===== src/rtl/adc_fifo_reader_if.sv =====
// ---------------------------------------------------------------------------
// adc_fifo_reader_if
//   Groups the two data paths of the ADC FIFO reader into one bundle: the
//   FIFO read port (standard FIFO, not first-word-fall-through) and the
//   valid/ready output stream towards the DMA/host path.
//
//   master : the reader. It drives fifo_rd_en and the m_* stream.
//   slave  : the environment. It drives FIFO data/flags and m_ready.
//
//   fifo_dout  [FIFO_W] FIFO read data, valid the cycle after fifo_rd_en
//   fifo_empty          FIFO empty flag
//   fifo_rd_en          FIFO read enable
//   m_data     [DATA_W] output word
//   m_valid             output word is valid
//   m_ready             downstream accepts the word
//   m_last              last word of a burst
// ---------------------------------------------------------------------------
interface adc_fifo_reader_if #(
  parameter int FIFO_W = 72,
  parameter int DATA_W = 64
);
  logic [FIFO_W-1:0] fifo_dout;
  logic              fifo_empty;
  logic              fifo_rd_en;
  logic [DATA_W-1:0] m_data;
  logic              m_valid;
  logic              m_ready;
  logic              m_last;

  modport master (
    input  fifo_dout, fifo_empty, m_ready,
    output fifo_rd_en, m_data, m_valid, m_last
  );

  modport slave (
    output fifo_dout, fifo_empty, m_ready,
    input  fifo_rd_en, m_data, m_valid, m_last
  );
endinterface


===== src/rtl/adc_fifo_reader.sv =====
// ---------------------------------------------------------------------------
// adc_fifo_reader
//   Read side of the ADC capture FIFO. Drains the FIFO in bursts of a
//   programmable number of words, swaps the two 32-bit halves of each word to
//   restore sample order (sample 0 ends up in m_data[15:0]), and presents the
//   words on a valid/ready stream. A level interrupt is raised when a burst
//   completes and is cleared by irq_ack.
//
// Ports
//   clk, reset     FIFO read clock; synchronous active-high reset
//   enable         level; starts bursts and keeps them repeating
//   burst_len/_tv  burst length and its one-cycle load strobe (IDLE only)
//   irq_ack        host acknowledge for user_int (sampled only in DONE)
//   bus            FIFO read port and output stream (master side)
//   user_int       burst-complete interrupt, level
//   words_done     words accepted downstream in the current burst
//   tag_err        sticky: a FIFO word carried a nonzero tag byte
//   busy           state is not IDLE
// ---------------------------------------------------------------------------
module adc_fifo_reader #(
  parameter int FIFO_W        = 72,
  parameter int DATA_W        = 64,
  parameter int CNT_W         = 32,
  parameter int BURST_DEFAULT = 1024
) (
  input  logic                  clk,
  input  logic                  reset,
  input  logic                  enable,
  input  logic [CNT_W-1:0]      burst_len,
  input  logic                  burst_len_tv,
  input  logic                  irq_ack,
  adc_fifo_reader_if.master     bus,
  output logic                  user_int,
  output logic [CNT_W-1:0]      words_done,
  output logic                  tag_err,
  output logic                  busy
);

  localparam int HALF = DATA_W / 2;

  // DRAIN is the tail of a burst cut short by enable falling: no new reads,
  // outstanding words are still delivered, then back to IDLE.
  typedef enum logic [1:0] {
    IDLE  = 2'd0,
    RUN   = 2'd1,
    DRAIN = 2'd2,
    DONE  = 2'd3
  } state_e;

  state_e            state_q, state_d;
  logic [CNT_W-1:0]  burst_len_q, burst_len_d;
  logic [CNT_W-1:0]  issued_q, issued_d;
  logic [CNT_W-1:0]  words_done_q, words_done_d;
  logic [DATA_W-1:0] buf0_q, buf0_d;   // head of the skid buffer
  logic [DATA_W-1:0] buf1_q, buf1_d;
  logic [1:0]        occ_q, occ_d;
  logic              pend_q, pend_d;   // FIFO read issued last cycle
  logic              tag_err_q, tag_err_d;
  logic              user_int_q, user_int_d;

  logic              push;
  logic              pop;
  logic              rd_en;
  logic              last_word;
  logic [2:0]        credit;
  logic [DATA_W-1:0] cap_data;

  // NOTE: every signal assigned in this block gets a default first, so no
  // path leaves a value unassigned and no latch is inferred.
  always_comb begin
    // Half swap: low 32 bits of the FIFO word become the upper half.
    cap_data  = {bus.fifo_dout[HALF-1:0], bus.fifo_dout[DATA_W-1:HALF]};
    push      = pend_q;
    pop       = (occ_q != 2'd0) && bus.m_ready;
    last_word = (state_q == RUN) && (words_done_q == burst_len_q - CNT_W'(1));

    // Slots committed after this cycle: a word leaving this cycle frees its
    // slot in time for a new read, which keeps one word per clock sustained.
    credit = {1'b0, occ_q} + {2'b00, pend_q} - {2'b00, pop};
    rd_en  = (state_q == RUN) && enable && !bus.fifo_empty &&
             (credit < 3'd2) && (issued_q < burst_len_q);

    buf0_d = buf0_q;
    buf1_d = buf1_q;
    case ({push, pop})
      2'b10: begin
        if (occ_q == 2'd0) buf0_d = cap_data;
        else               buf1_d = cap_data;
      end
      2'b01: buf0_d = buf1_q;
      2'b11: begin
        if (occ_q == 2'd1) buf0_d = cap_data;
        else begin
          buf0_d = buf1_q;
          buf1_d = cap_data;
        end
      end
      default: ;
    endcase
    occ_d  = occ_q + {1'b0, push} - {1'b0, pop};
    pend_d = rd_en;

    issued_d     = issued_q + CNT_W'(rd_en);
    words_done_d = words_done_q + CNT_W'(pop);
    tag_err_d    = tag_err_q | (pend_q && (|bus.fifo_dout[FIFO_W-1:DATA_W]));

    // A zero length would never complete a burst, so it is refused.
    burst_len_d = burst_len_q;
    if ((state_q == IDLE) && burst_len_tv && (burst_len != '0))
      burst_len_d = burst_len;

    state_d    = state_q;
    user_int_d = user_int_q;
    case (state_q)
      IDLE: begin
        if (enable) begin
          state_d      = RUN;
          issued_d     = '0;
          words_done_d = '0;
          tag_err_d    = 1'b0;
        end
      end
      RUN: begin
        // Completing the burst wins over a simultaneous enable drop.
        if (pop && last_word) begin
          state_d    = DONE;
          user_int_d = 1'b1;
        end else if (!enable) begin
          state_d = DRAIN;
        end
      end
      DRAIN: begin
        // No reads are issued here, so an empty buffer means nothing is left.
        if (occ_d == 2'd0 && !pend_q) state_d = IDLE;
      end
      DONE: begin
        if (irq_ack) begin
          state_d    = IDLE;
          user_int_d = 1'b0;
        end
      end
      default: state_d = IDLE;
    endcase
  end

  // NOTE: sequential state uses non-blocking assignments only, so every flop
  // samples the pre-edge value of its neighbours regardless of block order.
  always_ff @(posedge clk) begin
    if (reset) begin
      state_q      <= IDLE;
      burst_len_q  <= CNT_W'(BURST_DEFAULT);
      issued_q     <= '0;
      words_done_q <= '0;
      // NOTE: the two buffer entries are reset as well because the head entry
      // drives m_data directly and must read zero out of reset.
      buf0_q       <= '0;
      buf1_q       <= '0;
      occ_q        <= '0;
      pend_q       <= 1'b0;
      tag_err_q    <= 1'b0;
      user_int_q   <= 1'b0;
    end else begin
      state_q      <= state_d;
      burst_len_q  <= burst_len_d;
      issued_q     <= issued_d;
      words_done_q <= words_done_d;
      buf0_q       <= buf0_d;
      buf1_q       <= buf1_d;
      occ_q        <= occ_d;
      pend_q       <= pend_d;
      tag_err_q    <= tag_err_d;
      user_int_q   <= user_int_d;
    end
  end

  assign bus.fifo_rd_en = rd_en;
  assign bus.m_data     = buf0_q;
  assign bus.m_valid    = (occ_q != 2'd0);
  assign bus.m_last     = last_word && (occ_q != 2'd0);
  assign user_int       = user_int_q;
  assign words_done     = words_done_q;
  assign tag_err        = tag_err_q;
  assign busy           = (state_q != IDLE);

endmodule


===== src/flat_wrapper.sv =====
// flat-port wrapper written by rule: the top's interface ports become plain ports
module adc_fifo_reader_flat 
#(
  parameter int FIFO_W        = 72,
  parameter int DATA_W        = 64,
  parameter int CNT_W         = 32,
  parameter int BURST_DEFAULT = 1024
)
  (clk, reset, enable, burst_len, burst_len_tv, irq_ack, user_int, words_done, tag_err, busy, bus_fifo_dout, bus_fifo_empty, bus_m_ready, bus_fifo_rd_en, bus_m_data, bus_m_valid, bus_m_last);
  adc_fifo_reader_if #(.FIFO_W(FIFO_W), .DATA_W(DATA_W)) bus_i ();
  input  logic clk;
  input  logic reset;
  input  logic enable;
  input  logic [CNT_W-1:0] burst_len;
  input  logic burst_len_tv;
  input  logic irq_ack;
  output logic user_int;
  output logic [CNT_W-1:0] words_done;
  output logic tag_err;
  output logic busy;
  input wire logic [$bits(bus_i.fifo_dout)-1:0] bus_fifo_dout;
  input wire logic [$bits(bus_i.fifo_empty)-1:0] bus_fifo_empty;
  input wire logic [$bits(bus_i.m_ready)-1:0] bus_m_ready;
  output wire logic [$bits(bus_i.fifo_rd_en)-1:0] bus_fifo_rd_en;
  output wire logic [$bits(bus_i.m_data)-1:0] bus_m_data;
  output wire logic [$bits(bus_i.m_valid)-1:0] bus_m_valid;
  output wire logic [$bits(bus_i.m_last)-1:0] bus_m_last;
  assign bus_i.fifo_dout = bus_fifo_dout;
  assign bus_i.fifo_empty = bus_fifo_empty;
  assign bus_i.m_ready = bus_m_ready;
  assign bus_fifo_rd_en = bus_i.fifo_rd_en;
  assign bus_m_data = bus_i.m_data;
  assign bus_m_valid = bus_i.m_valid;
  assign bus_m_last = bus_i.m_last;
  adc_fifo_reader #(.FIFO_W(FIFO_W), .DATA_W(DATA_W), .CNT_W(CNT_W), .BURST_DEFAULT(BURST_DEFAULT)) u_core (.clk(clk), .reset(reset), .enable(enable), .burst_len(burst_len), .burst_len_tv(burst_len_tv), .irq_ack(irq_ack), .bus(bus_i), .user_int(user_int), .words_done(words_done), .tag_err(tag_err), .busy(busy));
endmodule

===== config.mk =====
export PLATFORM = sky130hd
export DESIGN_NAME = adc_fifo_reader_flat
export DESIGN_NICKNAME = d
export VERILOG_FILES = /design/src/rtl/adc_fifo_reader_if.sv /design/src/rtl/adc_fifo_reader.sv /design/src/flat_wrapper.sv
export SDC_FILE = /design/constraint.sdc
export NUM_CORES = 1
export LEC_CHECK = 0
export ABC_CLOCK_PERIOD_IN_PS = 12200
export BUFFER_PORTS_ARGS = -buffer_cell sky130_fd_sc_hd__buf_2
export CAP_MARGIN = 20
export CORE_MARGIN = 5
export CORE_UTILIZATION = 60
export DETAILED_ROUTE_END_ITERATION = 12
export PLACE_DENSITY_LB_ADDON = 0.2
export RECOVER_POWER = 100
export SYNTH_ARGS = -nofsm -noshare
export SYNTH_HDL_FRONTEND = slang
export SYNTH_SLANG_ARGS = --single-unit

===== constraint.sdc =====
create_clock -name clk -period 12.2 [get_ports clk]
set_clock_uncertainty 0.1 [all_clocks]
set_input_delay 1.83 -clock clk [delete_from_list [all_inputs] [get_ports clk]]
set_output_delay 1.83 -clock clk [all_outputs]
set_load 0.05 [all_outputs]

* Yosys cells after proc, flatten, opt, wreduce, memory -nomap -nowiden
Cells that the tools add are included.
** Storage, ports and cells
- Register bits :: 231
- Bits of input ports :: 111
- Output and inout port bits :: 102
- Logic and storage cells :: 85
** Cells by class
- $add $sub $neg :: 7
- Magnitude comparators :: 2
- Equality and inequality tests :: 16
- Muxes and demuxes :: 21
- Bitwise operators :: 1
- Reductions and logical operators :: 28
** Operators with widths (count)
- 64-bit two-way mux :: 4
- 64-bit case mux with 3 select lines :: 1
- 32-bit two-way mux :: 4
- 64-bit case mux with 2 select lines :: 1
- 32-bit by 1-bit adder with 32-bit output :: 2
- 32-bit == test :: 1
- 32-bit less-than comparator :: 1
- 32-bit nonzero test :: 1
- 32-bit by 1-bit subtractor with 32-bit output (second input constant) :: 1
- 1-bit logical AND :: 12
- 2-bit two-way mux :: 5
- 2-bit != test (second input constant) :: 5
- 2-bit == test (second input constant) :: 4
- 2-bit case mux with 4 select lines :: 1
- 2-bit nonzero test :: 4
- 8-bit OR reduction :: 1
- 2-bit by 1-bit == test with 1-bit output (second input constant) :: 3
- 2-bit zero test :: 3
- 3-bit AND reduction :: 2
- 1-bit two-way mux :: 4
- 2-bit by 1-bit != test with 1-bit output (second input constant) :: 2
- 4-bit AND reduction :: 1
- 2-bit by 1-bit adder with 3-bit output :: 1
- 3-bit by 2-bit less-than comparator with 1-bit output (second input constant) :: 1
- 9 further kinds :: 10

* Logic depth before layout (Yosys ltp)
Gate-level depths: netlist of run 1.
- Depth in word-level cells :: 9
- Gate-level depth with buffers :: 23
- Gate-level depth less buffers :: 22

* Least setup slack after synthesis of run 1
No wires, ideal clock.
- Path type :: input-to-output
- From :: input bus_m_ready
- To :: output bus_fifo_rd_en
- Data arrival time :: 4.049 ns
- Path slack :: 6.221 ns
- Cell stages on the path :: 8
- Path buffers :: 0
- Cell sequence :: nor2b_1 > ha_1 > inv_1 > ha_1 > fa_1 > nor4b_1 > o2111ai_1 > nor2_1
** On the way
- Longest elaborated chain between the ends :: 5
** Ends and longest elaborated chain
- start, declared :: RTL line flat_wrapper.sv:23 : input wire logic [$bits(bus_i.m_ready)-1:0] bus_m_ready;
- 1-bit logical AND :: RTL line adc_fifo_reader.sv:74 : pop = (occ_q != 2'd0) && bus.m_ready;
- 3-bit by 1-bit subtractor with 3-bit output :: RTL line adc_fifo_reader.sv:79 : credit = {1'b0, occ_q} + {2'b00, pend_q} - {2'b00, pop};
- net u_core.credit[1] :: RTL line adc_fifo_reader.sv:65 : logic [2:0] credit;
- 3-bit by 2-bit less-than comparator with 1-bit output :: RTL line adc_fifo_reader.sv:81 : (credit < 3'd2) && (issued_q < burst_len_q);
- 1-bit logical AND :: RTL line adc_fifo_reader.sv:80 : rd_en = (state_q == RUN) && enable && !bus.fifo_empty &&
- 1-bit logical AND :: RTL line adc_fifo_reader.sv:81
- end, declared :: RTL line flat_wrapper.sv:24 : output wire logic [$bits(bus_i.fifo_rd_en)-1:0] bus_fifo_rd_en;
The timed path passes the listed nets, and every way through them passes these cells.

==> impl_metrics.env, run 1 <==
export IMPL_fin_nets=1625
export IMPL_cts_setup_buffers=0
export IMPL_path_cells="clkbuf_1, clkbuf_1, a21oi_1, and2_0"
export IMPL_hold_viol_final=0
export IMPL_ir_drop_mv=0.249
export IMPL_clock_sinks=231
export IMPL_tns_ps=0
export IMPL_die_x_um=146
export IMPL_synth_nets=1453
export IMPL_start_util_pct=61.2
export IMPL_cp_end_kind="flip-flop"
export IMPL_final_cell_mix="dfxtp_1, nor2_1, nand2_1, clkbuf_1, buf_2"
export IMPL_grt_pass1_vias=9369
export IMPL_drc=0
export IMPL_start_kind="input port"
export IMPL_antenna_found_initial=4
export IMPL_intPower_mw=1.70
export IMPL_worstHoldStart="u_core.user_int"
export IMPL_outcome="finished with violations"
export IMPL_final_min_clock_period_ps=7970
export IMPL_crit_top_cell="clkbuf_1"
export IMPL_core_um2=18000
export IMPL_post_route_period_util_pct=65.4
export IMPL_grt_first_pass_wirelength_um=47000
export IMPL_rows=49
export IMPL_rsz0062_at_grt="false"
export IMPL_cellLeakagePower_nw=5.38
export IMPL_clkSlewWorstSetupHoldPaths_ps=60
export IMPL_drv_cap=3
export IMPL_htreeDepth=1
export IMPL_grt_max_degree=106
export IMPL_violations="capacitance limit, slew limit"
export IMPL_grt_overflow=0
export IMPL_ios=213
export IMPL_clk_path_buf_depth=3
export IMPL_swShare_pct=40.0
export IMPL_synthFlopType="dfxtp_1"
export IMPL_r2r_start="u_core.occ_q[1]"
export IMPL_clk_latency_ps=530
export IMPL_cp_arrival_ps=8280
export IMPL_track_usage_pct=25.9
export IMPL_hold_path_class="reg2reg"
export IMPL_yosys_warnings=0
export IMPL_cts_tree="yes"
export IMPL_syn_area_um2=11000
export IMPL_drv_slew=222
export IMPL_holdPathStages=2
export IMPL_slowest_stage="clkbuf_1"
export IMPL_cts_hold_buffers=0
export IMPL_crit_path_max_fanout=105
export IMPL_wl_per_cell_um=16.7
export IMPL_max_stage_delay_ps=3300
export IMPL_cts_buffers=26
export IMPL_synthArstFlopShare_pct=0
export IMPL_finalPower_mw=2.83
export IMPL_fmax_mhz=125
export IMPL_pwr_share_comb_pct=35.4
export IMPL_postRouteAntennaNets=0
export IMPL_wl_um=28800
export IMPL_rr_worst_depth=19
export IMPL_worstSetupPathType="in2reg"
export IMPL_vias=9853
export IMPL_finalSetupViolCount=0
export IMPL_worstMarginPinSlew_ps=4510
export IMPL_gp_congestion=0.899
export IMPL_netSwitchingPower_mw=1.13
export IMPL_final_cells=1725
export IMPL_p_seq_share_pct=34.0
export IMPL_drt_initial_drc_count=541
export IMPL_syn_area_per_cell_um2=8.46
export IMPL_dp_final_hpwl_um=20300
export IMPL_maxSlewHeadroom_pct=-201
export IMPL_synth_seq_cells=231
export IMPL_io_buffer_count=212
export IMPL_drive_gt1_share_pct=11.1
export IMPL_startpoint="reset"
export IMPL_final_common_cell="dfxtp_1"
export IMPL_dieArea_um2=21200
export IMPL_synthCells=1303
export IMPL_via_per_inst=5.71
export IMPL_cts_root_buf="clkbuf_16"
export IMPL_area_growth_syn_to_layout_pct=17.7
export IMPL_synth_edf_count=0
export IMPL_synth_seq_area_share_pct=41.9
export IMPL_die_height_um=146
export IMPL_postCtsResizedCells=0
export IMPL_drt_pass1_iter_count=5
export IMPL_p_per_area_nw_per_um2=218
export IMPL_synthDistinctLibCells=52
export IMPL_dp_cells=1675
export IMPL_crit_required_ps=12500
export IMPL_p_clk_share_pct=30.6
critical path: cells and delay by family:
kind                   cells  cell delay, ps
buffers and inverters      2            5230
and+or+nand+nor            1             470
AOI/OAI and AO/OA          1             730
power groups by stage:
stage	combinational, mW	clock, mW	sequential [mW]
after floorplan	0.471	0	1.29
after global placement	1.01	0	0.968
after detailed placement	1.03	0	0.968
after CTS	1.04	0.877	0.956
after global routing	1.08	0.915	0.973
final	1.00	0.864	0.960
synthesized netlist by cell type, types with 21 or more instances:
cell	instances	area, um2
dfxtp_1	231	4620
nor2_1	184	691
nand2_1	166	623
mux2i_1	96	961
a21oi_1	90	450
clkbuf_1	69	259
a211oi_1	64	480
xor2_1	48	420
xnor2_1	45	394
inv_1	43	161
ha_1	38	475
nand3_1	31	155
o21ai_0	25	125
nand4_1	21	131
layout make-up:
type	instances	area, um2
Sequential cell	231	4620
Clock buffer	34	732
Clock inverter	13	229
Inverter	43	161
Tap cell	229	287
Multi-Input combinational cell	954	5970
Fill cell	1455	5040
Antenna cell	2	5.00
Timing Repair Buffer	219	976
layer usage:
metal  wire length, um  track usage (%)  part of all wire, %  vias up
met5                45                0                 0.16        -
met4               804             8.26                  2.8        8
met3              2030             6.42                  7.1       68
met2             13500             42.6                   47      288
met1             12400             33.8                   43     4626
li1                  -                -                    -     4863
worst paths after layout:
path                              end  slack (ps)
setup / recovery   u_core.issued_q[0]        4230
hold / removal        u_core.user_int         350
setup reg to reg  u_core.issued_q[26]        7190
hold reg to reg       u_core.user_int         350
sequential cells by signal, indices dropped and copies added (netlist names):
signal and count:
u_core.user_int 1, u_core.words_done 32, u_core.issued_q 32, u_core.state_q 2, u_core.buf1_q 64, u_core.occ_q 2
u_core.pend_q 1, u_core.tag_err 1, u_core.bus.m_data 64, u_core.burst_len_q 32
metrics by stage:
step                      worst slack (ps)  util (%)  cell area, um2  hold slack, ps
after floorplan                       6220         -           11000             336
after global placement                6090      67.4           12200             327
after detailed placement              5960      67.4           12200             338
after CTS                             5920      72.8           13100             347
after global routing                  3640      72.0           13000             367
final                                 4230      72.0           13000             345
cells by family (layout without fill, tap and decap cells):
logic type / after synthesis / count (layout) / share of synthesized area [%]
flip-flops: 231 / 231 / 41.9
multiplexers: 96 / 96 / 8.71
AND/OR/NAND/NOR: 504 / 504 / 20.7
AO/OA/AOI/OAI: 222 / 222 / 12.6
adder cells (fa/ha/maj): 39 / 39 / 4.49
other: 0 / 2 / 0
buffers and inverters: 118 / 309 / 4.15
XOR/XNOR: 93 / 93 / 7.39
(Power assumes the default switching activity.)
==> run 2, diff against run 1 <==
--- a/config.mk
+++ b/config.mk
@@ -5,11 +5,11 @@
 export SDC_FILE = /design/constraint.sdc
 export NUM_CORES = 1
 export LEC_CHECK = 0
-export ABC_CLOCK_PERIOD_IN_PS = 12200
+export ABC_CLOCK_PERIOD_IN_PS = 6800
 export BUFFER_PORTS_ARGS = -buffer_cell sky130_fd_sc_hd__buf_2
 export CAP_MARGIN = 20
 export CORE_MARGIN = 5
-export CORE_UTILIZATION = 60
+export CORE_UTILIZATION = 50
 export DETAILED_ROUTE_END_ITERATION = 12
 export PLACE_DENSITY_LB_ADDON = 0.2
 export RECOVER_POWER = 100
==> constraint.sdc (replaced) <==
create_clock -name clk -period 6.8 [get_ports clk]
set_clock_uncertainty 0.1 [all_clocks]
set_input_delay 1.02 -clock clk [delete_from_list [all_inputs] [get_ports clk]]
set_output_delay 1.02 -clock clk [all_outputs]
set_load 0.05 [all_outputs]
==> run 2 against run 1 <==
  * The flow still finishes with violations (capacitance limit, slew limit)
  * Flip-flop and latch count stayed put
  * Die area grew 19%
  * Utilization fell by 12 points
  * Total power grew 80%
  * Via count shrank 2.7%
  * Sequential power is 79% higher
==> impl_metrics.env, run 2 (same netlist as run 1, synthesis figures left out) <==
export IMPL_n_antenna_cell=0
export IMPL_finalSetupViolCount=0
export IMPL_ir_drop_mv=0.423
export IMPL_post_route_period_util_pct=78.7
export IMPL_grt_max_degree=101
export IMPL_clk_path_buf_depth=3
export IMPL_clk_latency_ps=530
export IMPL_via_per_inst=5.40
export IMPL_final_cell_mix="dfxtp_1, nor2_1, nand2_1, clkbuf_1, buf_2"
export IMPL_wl_per_cell_um=16.1
export IMPL_start_util_pct=50.7
export IMPL_crit_family="buffers and inverters"
export IMPL_cts_root_buf="clkbuf_16"
export IMPL_cp_arrival_ps=5570
export IMPL_finalPower_mw=5.09
export IMPL_die_x_um=159
export IMPL_gp_congestion=0.834
export IMPL_final_common_cell="dfxtp_1"
export IMPL_vias=9588
export IMPL_drv_cap=4
export IMPL_grt_first_pass_wirelength_um=46000
export IMPL_crit_top_cell="clkbuf_1"
export IMPL_max_stage_delay_ps=2280
export IMPL_hold_viol_final=0
export IMPL_intPower_mw=3.07
export IMPL_grt_pass1_vias=9086
export IMPL_htreeDepth=1
export IMPL_rows=54
export IMPL_wl_um=28600
export IMPL_fmax_mhz=187
export IMPL_core_um2=21800
export IMPL_final_min_clock_period_ps=5350
export IMPL_setup_ws_ps=1450
export IMPL_grt_overflow=0
export IMPL_place_area_um2=12200
export IMPL_antenna_found_initial=2
export IMPL_cts_setup_buffers=0
export IMPL_start_kind="input port"
export IMPL_cts_hold_buffers=0
export IMPL_path_cells="clkbuf_1, a21o_1, clkbuf_1, nor2_1"
export IMPL_p_clk_share_pct=30.3
export IMPL_clock_sinks=231
export IMPL_cellLeakagePower_nw=5.40
export IMPL_area_growth_syn_to_layout_pct=18.5
export IMPL_fin_nets=1627
export IMPL_cp_end_kind="flip-flop"
export IMPL_pwr_share_comb_pct=35.9
export IMPL_num_fill_cells=2013
export IMPL_io_buffer_count=212
export IMPL_worstMarginPinSlew_ps=3830
export IMPL_violations="capacitance limit, slew limit"
export IMPL_postCtsResizedCells=0
export IMPL_die_height_um=159
export IMPL_final_cells=1776
export IMPL_drive_gt1_share_pct=11.1
export IMPL_postRouteAntennaNets=0
export IMPL_drt_pass1_iter_count=7
export IMPL_worstSetupPathType="in2reg"
export IMPL_dp_cells=1728
export IMPL_drv_slew=315
export IMPL_dp_final_hpwl_um=20100
export IMPL_worst_path_buf_inv=2
export IMPL_maxSlewHeadroom_pct=-155
export IMPL_ios=213
export IMPL_slowest_stage="clkbuf_1"
export IMPL_crit_path_max_fanout=69
export IMPL_tns_ps=0
export IMPL_hold_path_class="reg2reg"
export IMPL_clkSlewWorstSetupHoldPaths_ps=60
export IMPL_swShare_pct=39.7
export IMPL_drt_initial_drc_count=520
export IMPL_cts_buffers=26
export IMPL_p_seq_share_pct=33.8
export IMPL_rsz0062_at_grt="false"
export IMPL_outcome="finished with violations"
export IMPL_netSwitchingPower_mw=2.02
export IMPL_p_per_area_nw_per_um2=390
export IMPL_track_usage_pct=22.2
export IMPL_cts_tree="yes"
export IMPL_design_area_um2=13100
export IMPL_dieArea_um2=25100
export IMPL_drc=0
export IMPL_place_ws_ps=1590
export IMPL_crit_required_ps=7020
run 2: power by group through the flow:
stage          Sequential (mW)  Clock [mW]  Combinational, mW
2_1_floorplan             2.31           0              0.846
3_3_place_gp              1.74           0               1.84
3_5_place_dp              1.74           0               1.87
4_1_cts                   1.71        1.58               1.87
5_1_grt                   1.75        1.64               1.99
6_report                  1.72        1.54               1.83
run 2: layer usage:
metal / track usage [%] / vias to the layer above / wire length, um
met5: 0 / - / 21
met4: 6.46 / 4 / 859
met3: 4.59 / 58 / 1640
met2: 35.9 / 246 / 13200
met1: 30.2 / 4428 / 12900
li1: - / 4852 / -
run 2: final cells by class:
| cell class | instances | area, um2 | area share, % |
|---|---|---|---|
| clock buffers | 36 | 728 | 5.57 |
| well taps | 280 | 350 | 2.68 |
| inverters | 43 | 161 | 1.24 |
| repair buffers | 221 | 1010 | 7.73 |
| clock inverters | 11 | 230 | 1.76 |
| multi-input cells | 954 | 5960 | 45.6 |
| flip-flops and latches | 231 | 4620 | 35.4 |
run 2: final timing paths:
| check | depth (start not counted) | start | to | slack (ps) |
|---|---|---|---|---|
| hold / removal | 2 | u_core.user_int | u_core.user_int | 350 |
| setup / recovery | 4 | reset | u_core.issued_q[14] | 1450 |
| setup reg to reg | 5 | u_core.occ_q[1] | u_core.bus.m_data[25] | 1550 |
| hold reg to reg | 2 | u_core.user_int | u_core.user_int | 350 |
run 2: worst reg2reg max path: stages, from the launching register on:
cell and delay [ps]:
dfxtp_1 460, nor2_1 180, nor2b_1 240, a21o_1 830
clkbuf_1 2760, a211oi_1 370
run 2: per-stage QoR:
| stage | util [%] | hold WS, ps |
|---|---|---|
| 6_report | 60.1 | 347 |
| 5_1_grt | 60.1 | 357 |
| 4_1_cts | 60.6 | 346 |
| 3_5_place_dp | 56.2 | 333 |
| 3_3_place_gp | 56.2 | 333 |
| 2_1_floorplan | - | 336 |
